## config.mk

```make
export PLATFORM = sky130hd
export DESIGN_NAME = multi_edge_qualifier
export DESIGN_NICKNAME = d
export VERILOG_FILES = /design/src/rtl/multi_edge_qualifier.sv
export SDC_FILE = /design/constraint.sdc
export NUM_CORES = 1
export LEC_CHECK = 0
export ABC_AREA = 1
export CAP_MARGIN = 10
export CORE_MARGIN = 1.5
export CORE_UTILIZATION = 28
export DETAILED_ROUTE_END_ITERATION = 8
export DONT_BUFFER_PORTS = 1
export RECOVER_POWER = 100
export SLEW_MARGIN = 10
export SYNTH_ARGS = -nofsm -noshare
export SYNTH_HDL_FRONTEND = slang
export SYNTH_SLANG_ARGS = --single-unit
```

## constraint.sdc

```tcl
create_clock -name clk -period 2.2 [get_ports clk]
set_input_delay 0.33 -clock clk [delete_from_list [all_inputs] [get_ports clk]]
set_output_delay 0.33 -clock clk [all_outputs]
set_load 0.1 [all_outputs]
```

## src/rtl/multi_edge_qualifier.sv

```systemverilog
// Multi-channel input conditioner: synchroniser chain, programmable glitch
// filter, registered edge strobes, sticky event flags and an aggregated irq.
module multi_edge_qualifier #(
  parameter int   CHANNELS      = 4,
  parameter int   SYNC_STAGES   = 2,
  parameter int   FILTER_WIDTH  = 8,
  parameter logic DEFAULT_LEVEL = 1'b0
) (
  input  logic                    clk,
  input  logic                    nrst,
  input  logic [CHANNELS-1:0]     ch_in,
  input  logic [FILTER_WIDTH-1:0] filter_len,
  input  logic [2*CHANNELS-1:0]   edge_mode,
  input  logic [CHANNELS-1:0]     flag_clr,
  output logic [CHANNELS-1:0]     level_out,
  output logic [CHANNELS-1:0]     pos_edge,
  output logic [CHANNELS-1:0]     neg_edge,
  output logic [CHANNELS-1:0]     event_flag,
  output logic                    irq
);

  logic [CHANNELS-1:0]     sync_q [SYNC_STAGES];
  logic [CHANNELS-1:0]     sync;
  logic [FILTER_WIDTH-1:0] cnt [CHANNELS];
  logic [FILTER_WIDTH:0]   cnt_inc [CHANNELS];
  logic [FILTER_WIDTH-1:0] len_eff;
  logic [CHANNELS-1:0]     toggle;
  logic [CHANNELS-1:0]     rise;
  logic [CHANNELS-1:0]     fall;
  logic [CHANNELS-1:0]     flag_set;

  assign sync    = sync_q[SYNC_STAGES-1];
  assign len_eff = (filter_len == '0) ? FILTER_WIDTH'(1) : filter_len;

  // Comparison is done one bit wider so cnt+1 cannot wrap at the top of the range.
  always_comb begin
    toggle   = '0;
    rise     = '0;
    fall     = '0;
    flag_set = '0;
    for (int i = 0; i < CHANNELS; i++) begin
      cnt_inc[i]  = {1'b0, cnt[i]} + {{FILTER_WIDTH{1'b0}}, 1'b1};
      toggle[i]   = (sync[i] != level_out[i]) && (cnt_inc[i] >= {1'b0, len_eff});
      rise[i]     = toggle[i] && !level_out[i];
      fall[i]     = toggle[i] &&  level_out[i];
      flag_set[i] = (rise[i] && edge_mode[2*i]) || (fall[i] && edge_mode[2*i+1]);
    end
  end

  always_ff @(posedge clk or negedge nrst) begin
    if (!nrst) begin
      for (int s = 0; s < SYNC_STAGES; s++) begin
        sync_q[s] <= {CHANNELS{DEFAULT_LEVEL}};
      end
    end else begin
      sync_q[0] <= ch_in;
      for (int s = 1; s < SYNC_STAGES; s++) begin
        sync_q[s] <= sync_q[s-1];
      end
    end
  end

  always_ff @(posedge clk or negedge nrst) begin
    if (!nrst) begin
      for (int i = 0; i < CHANNELS; i++) begin
        cnt[i] <= '0;
      end
      level_out <= {CHANNELS{DEFAULT_LEVEL}};
    end else begin
      for (int i = 0; i < CHANNELS; i++) begin
        if (toggle[i] || (sync[i] == level_out[i])) begin
          cnt[i] <= '0;
        end else begin
          cnt[i] <= cnt_inc[i][FILTER_WIDTH-1:0];
        end
      end
      level_out <= level_out ^ toggle;
    end
  end

  // A set in the same cycle as a clear wins, so no edge is ever lost.
  always_ff @(posedge clk or negedge nrst) begin
    if (!nrst) begin
      pos_edge   <= '0;
      neg_edge   <= '0;
      event_flag <= '0;
      irq        <= 1'b0;
    end else begin
      pos_edge   <= rise;
      neg_edge   <= fall;
      event_flag <= flag_set | (event_flag & ~flag_clr);
      irq        <= |event_flag;
    end
  end

endmodule

```

; Word level (Yosys, flattened, before mapping)
; Index checks and enable logic that the tools add are counted.
[word_totals]
out_inout_bits = 17
input_bits = 26
reg_bits = 57
[classes]
n_addsub = 4
n_lt_le_gt_ge = 4
muxes = 5
bitwise = 4
eq_ne = 8
n_reduce_logical = 34
[op_table]
columns = operator, n
row1 = $mux W8, 5
row2 = $add A8 B1 Y9 const B, 4
row3 = $ge A9 B8 Y1, 4
row4 = $logic_and A1 B1 Y1, 20
row5 = $logic_not A8 Y1, 1
row6 = $logic_or A1 B1 Y1, 8
row7 = $and A4 B4 Y4, 1
row8 = $eq A1 B1 Y1, 4
row9 = $logic_not A1 Y1, 4
row10 = $ne A1 B1 Y1, 4
row11 = $not A4 Y4, 1
row12 = $or A4 B4 Y4, 1
row13 = $reduce_or A4 Y1, 1
row14 = $xor A4 B4 Y4, 1

; Logic depth before layout (Yosys ltp)
; Gate-level depths: netlist of the first run.
[logic_depth]
word_depth = 8
mapped_depth = 17

; Worst setup path after synthesis of the first run
; OpenSTA, ideal clock, no wires.
[synth_path]
path_type = reg2reg
start = register cnt[8] (netlist bit)
end = register event_flag[2]
slack_ns = 0.150
path_stages_with_launch = 15
arrival_ns = 1.925
synth_period_minus_slack_ns = 2.050
cell_sequence = dfrtp_1 > nand3_1 > nor2_1 > inv_1 > nor2_1 > nand3_1 > xor2_1 > inv_1 > ha_1 > inv_1 > o211ai_1 > nor2_1 > nand3_1 > nand3_1 > nand3_1
[synth_via]
elab_chain_len = 7
[synth_rtl]
columns = element, line
row1 = "start, declared", 24  ; logic [FILTER_WIDTH-1:0] cnt [CHANNELS];
row2 = "start signal, assigned by index", 74  ; cnt[i] <= cnt_inc[i][FILTER_WIDTH-1:0];
row3 = $add A8 B1 Y9 *, 42  ; cnt_inc[i] = {1'b0, cnt[i]} + {{FILTER_WIDTH{1'b0}}, 1'b1};
row4 = $ge A9 B8 Y1 *, 43  ; toggle[i] = (sync[i] != level_out[i]) && (cnt_inc[i] >= {1'b0, len_eff});
row5 = $logic_and A1 B1 Y1 *, 43
row6 = "$logic_and A1 B1 Y1, on equally long branches", "44, 45"
row7 = $logic_and A1 B1 Y1, 46  ; flag_set[i] = (rise[i] && edge_mode[2*i]) || (fall[i] && edge_mode[2*i+1]);
row8 = $logic_or A1 B1 Y1 *, 46
row9 = $or A4 B4 Y4 *, 91  ; event_flag <= flag_set | (event_flag & ~flag_clr);
row10 = "end signal, assigned", 91
row11 = "end, declared", 18  ; output logic [CHANNELS-1:0] event_flag,
; Every way passes the cells marked *; elsewhere a longest branch is shown, timed or not.

; Worst setup path after layout of the first run
[layout_path]
start = register cnt[8] (netlist bit)
end = register cnt[9] (netlist bit)
[layout_via]
elab_chain_len = 5
[layout_rtl]
columns = element, line
row1 = $add A8 B1 Y9 *, 42
row2 = $ge A9 B8 Y1, 43
row3 = $logic_and A1 B1 Y1, 43
row4 = $logic_or A1 B1 Y1, 71  ; if (toggle[i] || (sync[i] == level_out[i])) begin
row5 = $mux W8 *, 71
; Marks and branches as above.

==> results of run 1 <==
cell usage in the layout, fill, tap and decap left out, drive strengths merged, types with 5 or more instances in the layout:
master  instances
nor3            5
nor2           70
xor2           14
o21ai          10
inv            85
nand2          75
clkbuf         30
dfrtp          57
a21oi           5
nand3          47
ha             27
buf            43
nand4           9
critical path, delay by kind of cell, from the launching register on:
kind	cells	cell delay, ns
and+or+nand+nor	8	0.96
buffers and inverters	3	0.30
DFF	1	0.41
adders and majority gates	1	0.27
xor gates and xnor gates	1	0.18
final cells by class:
cell class                 count  area (um^2)  share of cell area (%)
multi-input combinational    281         1970                    42.8
sequential                    57         1430                    31.0
timing repair buffer          62          413                    8.96
inverter                      85          319                    6.92
clock buffer                  12          256                    5.56
tap                          143          179                    3.88
clock inverter                 3         40.0                   0.869
registers in the layout (all words and copies together) (netlist names), named ones only:
| signal | count |
|---|---|
| neg_edge | 4 |
| cnt | 32 |
| sync | 4 |
| pos_edge | 4 |
| event_flag | 4 |
| sync_q | 4 |
| irq | 1 |
where the power goes:
| part | total, mW | internal (mW) | switching [mW] | leakage [nW] |
|---|---|---|---|---|
| registers | 1.29 | 1.19 | 0.0994 | 0.759 |
| logic | 1.60 | 0.542 | 1.05 | 1.37 |
| clock network | 1.40 | 0.927 | 0.470 | 0.148 |
metal layers:
layer | wire [um] | vias to the layer above
met5 | 0 | -
met4 | 152 | 0
met3 | 383 | 18
met2 | 4550 | 54
met1 | 3560 | 1396
li1 | - | 1475
cell families after synthesis:
logic type      count (synthesis)  synth area share (%)
flops                          57                  42.7
simple gates                  214                  28.8
buf+inv                        85                  9.55
xor+xnor                       16                  4.19
fa+ha+maj                      27                  10.1
compound gates                 24                  4.68
worst max path at each step:
stage          startpoint             to  cells past startpoint
3_5_place_dp       cnt[8]  event_flag[2]                     11
6_report           cnt[8]         cnt[9]                     13
4_1_cts            cnt[8]  event_flag[2]                     12
3_3_place_gp       cnt[8]  event_flag[2]                     14
5_1_grt           cnt[17]        cnt[18]                     15
2_1_floorplan      cnt[8]  event_flag[2]                     14
repair_timing:
action | 4_1_cts | 5_1_grt
setup endpoints to repair | 26 | 47
endpoints found under the hold margin | 57 | 0
buffers inserted | 5 | 13
hold buffers | 2 | 0
pin swaps | 8 | 40
resized for setup | 16 | 77
cloned | 0 | 0
==> flow_metrics.tcl, run 1 <==
set metrics [dict create \
    pre_cts_ws_ns -0.117 \
    failed_checks "design-rule violations, negative setup slack" \
    timing.rr.start "cnt[8]" \
    route.final.wire_length_mm 8.64 \
    drive_gt1_share_pct 31.4 \
    use_met3_pct 3.35 \
    ant_nets 0 \
    grt-ovfl-total 0 \
    drt_iter0_markers 75 \
    crit_path_max_fanout 8 \
    port_buffers 0 \
    grt_pass1_wl_mm 13.7 \
    clockBufferDepth 2 \
    startpoint_type "register" \
    yosysMostFrequentCell "inv_1" \
    tritoncts "yes" \
    place_hpwl_mm 5.81 \
    dr_total_vias 2943 \
    first_pass_iters 8 \
    hold_path_depth 0 \
    period_needed_ns 2.24 \
    yosys.area.top_type "dfrtp_1" \
    fin_area_mm2 0.00461 \
    grtUsageMet1_pct 16.5 \
    root_buffer "clkbuf_16" \
    viasPerCell 4.58 \
    hold_viol_final 0 \
    rows 39 \
    slowest_stage "dfrtp_1" \
    grt_busiest_layer "met2" \
    power_leakage_nw 2.28 \
    die_h_um 112 \
    syn2layout_area_growth_pct 37.9 \
    required_ns 2.42 \
    reg2reg_depth 13 \
    finalNonFillerCells 643 \
    dpl_cell_area_mm2 0.00384 \
    slew_violations 0 \
    h-tree-depth 3 \
    grt_setup_unrepaired "yes" \
    grt_pass1_vias 2924 \
    finalSetupTns_ns -0.314 \
    synth-seq-cells 57 \
    hold_ws_ns 0.0279 \
    hold_path.startpoint "ch_in[2]" \
    setup_slack_ns -0.0440 \
    yosys.area.top_type_share_pct 42.7 \
    syn-num-nets 476 \
    worstHoldEndpoint "sync_q[6]" \
    grt_max_degree 58 \
    finalPower_mw 4.28 \
    critPathKind "reg2reg" \
    ys.flop_type "dfrtp_1" \
    synth_cell_types 26 \
    syn_area_mm2 0.00334 \
    critPathMaxStageDelay_ns 0.41 \
    insertion_delay_ns 0.32 \
    max-slew-margin-rel_pct 3.08 \
    synth_commonest_cells "inv_1 (83), nand2_1 (70), nor2_1 (65)" \
    fillers 1132 \
    grt.met2_usage_pct 23.9 \
    netlist_instances 423 \
    r2r-end "cnt[9]" \
    nNetsFinal 549 \
    remaining_drc_errors 1 \
    fmax_ghz 0.446 \
    async_flop_share_pct 100 \
    outcome "finished with violations" \
    die_width_um 112 \
    dp_cells 608 \
    path_cells "nand3_2, nor2_1, inv_1, nor2_2, nand3_2, xor2_2, inv_2, ha_4, nand4_1, nand3b_1, nand4_1, buf_6, nor2_1" \
    final_util_pct 40.0 \
    die-area_mm2 0.0126 \
    track_usage_pct 13.7 \
    end_kind "register" \
    antenna_cells 0 \
    place.gp.congestion 0.806 \
    io_pins 43 \
    antenna_found_initial 0 \
    synth_edf_count 0 \
    coreArea_mm2 0.0115 \
    setup_viol_count_final 11 \
    hp-class "in2reg" \
    wire_per_inst_um 13.4 \
    ir_drop_mv 0.499 \
    clkTransAtPathRegs_ns 0.05 \
    rrSetupSlack_ns -0.04 \
    avgSynthCellArea_um2 7.90 \
    finalClockSkew_ns 0.00450 \
    ys_warn_count 0 \
    critical_path_arrival_ns 2.46 \
    synth_area_leaders "dfrtp_1 (43%), ha_1 (10%), inv_1 (9.3%)" \
    cts_buffers 9 \
    initial_utilization_pct 29.0 \
    tightest_slew_ns 1.45 \
    ys_seq_area_share_pct 42.7 \
    maxCapViolCount 0 \
    cts.sinks 57 \
    timing.final.crit_share_pct 102 \
    power_density_mw_per_mm2 929 \
]
Note: power is estimated with default switching activity, not from simulation.
==> inputs of run 2 (changes only) <==
==> constraint.sdc (replaced) <==
create_clock -name clk -period 1.8 [get_ports clk]
set_input_delay 0.27 -clock clk [delete_from_list [all_inputs] [get_ports clk]]
set_output_delay 0.27 -clock clk [all_outputs]
set_load 0.1 [all_outputs]
==> run 2 against run 1 <==
Effect of this change: the run still ends with design-rule violations, negative setup slack left; clock skew increased by 0.0042 ns; register-to-register slack worse by 0.37 ns; clock power up 38%; routed wire length increased by 2.2%; total power increased by 31%; core utilization rose by 4.1 points; setup slack got worse by 0.37 ns; critical endpoint is now event_flag[2]; largest cell class unchanged; largest power group unchanged.
==> flow_metrics.tcl, run 2 (same netlist as run 1, synthesis figures left out) <==
set metrics [dict create \
    switchingPower_mw 2.05 \
    wire_per_inst_um 12.9 \
    timing.final.crit_share_pct 123 \
    startpoint_type "register" \
    rows 39 \
    port_buffers 0 \
    finalNonFillerCells 684 \
    power_density_mw_per_mm2 1100 \
    pwr-share-clk_pct 34.4 \
    outcome "finished with violations" \
    maxCapViolCount 0 \
    critical_path_buf_inv_count 0 \
    viasPerCell 4.43 \
    tritoncts "yes" \
    final_util_pct 44.2 \
    largest_register_ff_count 32 \
    end_kind "register" \
    clockBufferDepth 2 \
    grt_max_degree 58 \
    tightest_slew_ns 0.797 \
    drt_iter0_markers 112 \
    die_width_um 112 \
    cts.sinks 57 \
    nNetsFinal 589 \
    internal-power_mw 3.56 \
    io_pins 43 \
    hold_viol_final 0 \
    grt_setup_unrepaired "yes" \
    hp-class "in2reg" \
    failed_checks "design-rule violations, negative setup slack" \
    setup_slack_ns -0.416 \
    max-slew-margin-rel_pct 46.9 \
    track_usage_pct 14.0 \
    hold_ws_ns 0.0741 \
    syn2layout_area_growth_pct 52.2 \
    critPathKind "reg2reg" \
    initial_utilization_pct 29.0 \
    clkTransAtPathRegs_ns 0.06 \
    largest_register "cnt" \
    grt_pass1_vias 3113 \
    finalSetupTns_ns -14.54 \
    finalClockSkew_ns 0.00874 \
    slowest_stage "dfrtp_1" \
    path_cells "ha_2, nand3_2, xor2_2, ha_1, nand2_1, nor2_1, a211oi_1, nor2_1, nor2_2, nand3_2, nand3_1, nand3_1" \
    mostFrequentLayoutCell "inv_1" \
    ant_nets 0 \
    p_seq_share_pct 28.2 \
    critPathTopFamily "simple AND/OR/NAND/NOR gates" \
    comb_power_share_pct 37.4 \
    fmax_ghz 0.451 \
    remaining_drc_errors 1 \
    ir_drop_mv 0.800 \
    place.gp.congestion 0.812 \
    drive_gt1_share_pct 41.2 \
    period_needed_ns 2.22 \
    root_buffer "clkbuf_16" \
    fillers 1108 \
    p_sw_share_pct 36.5 \
    grt_pass1_wl_mm 14.0 \
    antenna_cells 0 \
    cts_buffers 9 \
    dr_total_vias 3031 \
    h-tree-depth 3 \
    critPathMaxStageDelay_ns 0.38 \
    route.final.wire_length_mm 8.83 \
    antenna_found_initial 0 \
    crit_path_max_fanout 6 \
    die_h_um 112 \
    dp_cells 641 \
    first_pass_iters 8 \
    slew_violations 0 \
    place_hpwl_mm 6.18 \
    insertion_delay_ns 0.33 \
    power_leakage_nw 2.59 \
    setup_viol_count_final 48 \
    die-area_mm2 0.0126 \
    mostFrequentLayoutCells "inv_1 (77), buf_4 (73), nand2_1 (59), dfrtp_1 (57), nor2_1 (38)" \
    coreArea_mm2 0.0115 \
    critical_path_arrival_ns 2.42 \
    required_ns 2.01 \
    grt-ovfl-total 0 \
]
run 2: cell count changes in the layout (fill, tap and decap cells not counted), moves of 6 or more:
cell / change
buf_4: +32
nand3_2: +9
nand2_1: -6
clkbuf_1: -15
nand3_1: -9
clkbuf_2: +12
run 2: through the flow:
| step | power [mW] | cell area [um^2] | setup WS (ns) |
|---|---|---|---|
| 4_1_cts | 5.50 | 4750 | -0.410 |
| 3_5_place_dp | 3.37 | 4150 | -0.462 |
| 3_3_place_gp | 3.31 | 4150 | -0.339 |
| 6_report | 5.60 | 5080 | -0.416 |
| 5_1_grt | 5.94 | 5080 | -0.583 |
| 2_1_floorplan | 2.81 | 3410 | -0.205 |
run 2: layout make-up:
cell class | instances | area [um^2] | share of cell area, %
multi-input combinational | 281 | 2050 | 40.3
sequential | 57 | 1430 | 28.1
clock inverter | 4 | 73.8 | 1.45
tap | 143 | 179 | 3.52
inverter | 85 | 324 | 6.37
timing repair buffer | 102 | 764 | 15.0
clock buffer | 12 | 267 | 5.24
run 2: repair_timing:
action / 4_1_cts / 5_1_grt
pin swaps: 12 / 29
endpoints found under the hold margin: 61 / 0
hold buffers: 6 / 0
setup endpoints to repair: 48 / 48
setup buffers: 12 / 9
resized for setup: 22 / 75
gates cloned: 0 / 0
run 2: layer usage:
layer | track usage, % | vias to the layer above | wire (um) | part of all wire, %
met3 | 4.27 | 13 | 443 | 5.0
met5 | 0 | - | 0 | 0
met1 | 16.1 | 1417 | 3730 | 42
met2 | 24.4 | 48 | 4480 | 51
li1 | - | 1553 | - | -
met4 | 5.99 | 0 | 182 | 2.1
run 2: final timing paths:
| kind | startpoint | endpoint | slack [ns] | depth (start not counted) |
|---|---|---|---|---|
| min in group asynchronous | nrst | cnt[2] | 0.60 | 2 |
| max | cnt[8] | event_flag[2] | -0.42 | 12 |
| max in group asynchronous | nrst | cnt[24] | 0.67 | 2 |
| min reg2reg | sync_q[5] | sync[1] | 0.35 | 0 |
| max reg2reg | cnt[8] | event_flag[2] | -0.42 | 12 |
| min | edge_mode[7] | event_flag[3] | 0.07 | 2 |
run 2: power groups by stage:
stage | Clock, mW | Combinational, mW | Sequential, mW
6_report | 1.93 | 2.10 | 1.58
2_1_floorplan | 0 | 0.807 | 2.00
3_5_place_dp | 0 | 1.77 | 1.60
5_1_grt | 2.04 | 2.30 | 1.59
3_3_place_gp | 0 | 1.72 | 1.59
4_1_cts | 1.98 | 1.94 | 1.58
==> inputs of run 3 (changes only) <==
--- a/config.mk
+++ b/config.mk
@@ -8,9 +8,10 @@
 export ABC_AREA = 1
 export CAP_MARGIN = 10
 export CORE_MARGIN = 1.5
-export CORE_UTILIZATION = 28
+export CORE_UTILIZATION = 30
 export DETAILED_ROUTE_END_ITERATION = 8
 export DONT_BUFFER_PORTS = 1
+export GPL_TIMING_DRIVEN = 0
 export RECOVER_POWER = 100
 export SLEW_MARGIN = 10
 export SYNTH_ARGS = -nofsm -noshare
==> run 3 against run 2 <==
Effect of this change: total power down 17%; final area fell by 14%; register-to-register slack got worse by 0.03 ns; critical endpoint is now cnt[14]; first-iteration DRC count decreased by 19%; setup slack got worse by 0.026 ns; the run ends with negative setup slack left; die area shrank 6.5%; sequential power is 27% higher.
==> flow_metrics.tcl, run 3 (same netlist as run 1, synthesis figures left out) <==
set metrics [dict create \
    outcome "finished with violations" \
    failed_checks "negative setup slack" \
    clkTransAtPathRegs_ns 0.08 \
    hold_viol_final 0 \
    dr_total_vias 2815 \
    clockBufferDepth 2 \
    ant_nets 0 \
    drt_iter0_markers 91 \
    insertion_delay_ns 0.36 \
    grt_pass1_vias 2810 \
    route.final.wire_length_mm 7.84 \
    viasPerCell 4.56 \
    critPathKind "reg2reg" \
    place_hpwl_mm 5.29 \
    initial_utilization_pct 30.8 \
    regArea_mm2 0.00143 \
    antenna_found_initial 0 \
    grt-ovfl-total 0 \
    crit_path_max_fanout 7 \
    syn2layout_area_growth_pct 31.6 \
    setup_viol_count_final 48 \
    die_h_um 109 \
    end_kind "register" \
    grt_setup_unrepaired "yes" \
    nNetsFinal 526 \
    finalSetupTns_ns -16.06 \
    largest_register "cnt" \
    grt_pass1_wl_mm 12.7 \
    rows 38 \
    track_usage_pct 14.3 \
    finalClockSkew_ns 0.0121 \
    required_ns 2.05 \
    place.gp.congestion 0.787 \
    tritoncts "yes" \
    crit_start "cnt[9]" \
    hp-class "in2reg" \
    startpoint_type "register" \
    slew_violations 0 \
    critical_path_arrival_ns 2.49 \
    antenna_cells 0 \
    drive_gt1_share_pct 29.1 \
    fillers 1071 \
    period_needed_ns 2.24 \
    mostFrequentLayoutCell "inv_1" \
    max-slew-margin-rel_pct 33.7 \
    hold_path.startpoint "edge_mode[7]" \
    grt_max_degree 58 \
    hold_ws_ns 0.0554 \
    remaining_drc_errors 0 \
    tightest_slew_ns 0.994 \
    cts_buffers 9 \
    cts.sinks 57 \
    die_width_um 109 \
    critPathMaxStageDelay_ns 0.38 \
    multi_input_area_mm2 0.00194 \
    root_buffer "clkbuf_8" \
    wire_per_inst_um 12.7 \
    h-tree-depth 3 \
    final_util_pct 40.6 \
    ir_drop_mv 0.583 \
    first_pass_iters 4 \
    fmax_ghz 0.446 \
    setup_slack_ns -0.442 \
    mostFrequentLayoutCells "inv_1 (80), nand2_1 (63), dfrtp_1 (55), nor2_1 (39), nand3_1 (27)" \
    coreArea_mm2 0.0108 \
    maxCapViolCount 0 \
    timing.rr.start "cnt[9]" \
    port_buffers 0 \
    die-area_mm2 0.0118 \
    largest_register_ff_count 32 \
    timing.final.crit_share_pct 125 \
    path_cells "nand3_2, nor2_1, inv_1, nor2_2, nand3_1, xor2_1, inv_1, ha_4, nand4_1, nand3b_1, nand4_1, buf_6, nor2_1" \
    power_density_mw_per_mm2 1050 \
    power_leakage_nw 2.23 \
    io_pins 43 \
    slowest_stage "dfrtp_1" \
]
==> run 3: cell types whose count changed in the layout (fill, tap and decap cells not counted), moves of 5 or more <==
cell / delta
nand3_2: -5
ha_1: +8
clkbuf_2: -16
buf_4: -48
ha_4: -8
clkbuf_8: +9
nor2_4: +5
nor2_2: -6
clkbuf_16: -9
==> run 3: metrics by stage <==
step	power, mW	setup WS, ns	instance area [um^2]	instances
final	4.63	-0.442	4400	618
after global routing	4.96	-0.681	4400	618
after CTS	4.48	-0.436	4130	609
after detailed placement	3.06	-0.582	3580	563
after global placement	3.00	-0.488	3580	563
after floorplan	2.81	-0.205	3410	423
==> run 3: path summary, 6_finish.rpt <==
kind                                  to  slack (ns)  depth (start not counted)
min                        event_flag[3]        0.06                          2
min in group asynchronous         cnt[9]        0.57                          2
max reg2reg                      cnt[14]       -0.44                         13
min reg2reg                      sync[0]        0.35                          0
max                              cnt[14]       -0.44                         13
max in group asynchronous        cnt[18]        0.66                          2
==> run 3: power breakdown <==
| group | internal (mW) | total [mW] | switching, mW | leakage (nW) |
|---|---|---|---|---|
| clock network | 0.609 | 1.15 | 0.539 | 0.0984 |
| registers | 1.44 | 2.01 | 0.564 | 0.757 |
| logic | 0.596 | 1.47 | 0.876 | 1.38 |
==> run 3: layout make-up <==
cell class,instances,share of cell area (%)
Sequential cell,57,32.5
Clock buffer,12,3.76
Inverter,85,7.37
Tap cell,140,3.98
Clock inverter,4,0.598
Timing Repair Buffer,39,7.63
Multi-Input combinational cell,281,44.2
==> run 3: timing repair <==
| action | in CTS | in global routing |
|---|---|---|
| gates cloned | 0 | 0 |
| gates resized for setup | 26 | 56 |
| pin swaps | 26 | 26 |
| hold endpoints to repair | 61 | 0 |
| buffers inserted | 24 | 9 |
| hold buffers | 6 | 0 |
| setup endpoints to repair | 48 | 48 |
==> run 3: metal layers <==
| metal | global-route usage, % | wire [um] | up-vias |
|---|---|---|---|
| li1 | - | - | 1429 |
| met1 | 17.0 | 3530 | 1338 |
| met2 | 23.5 | 3870 | 37 |
| met3 | 4.22 | 294 | 11 |
| met4 | 7.05 | 145 | 0 |
| met5 | 0 | 0 | - |
==> run 3: critical path: cells and delay by family, from the launching register on <==
family / cells / cell delay (ns)
fa+ha+maj: 1 / 0.28
xor+xnor: 1 / 0.18
flops: 1 / 0.38
buf+inv: 3 / 0.32
simple gates: 8 / 0.96
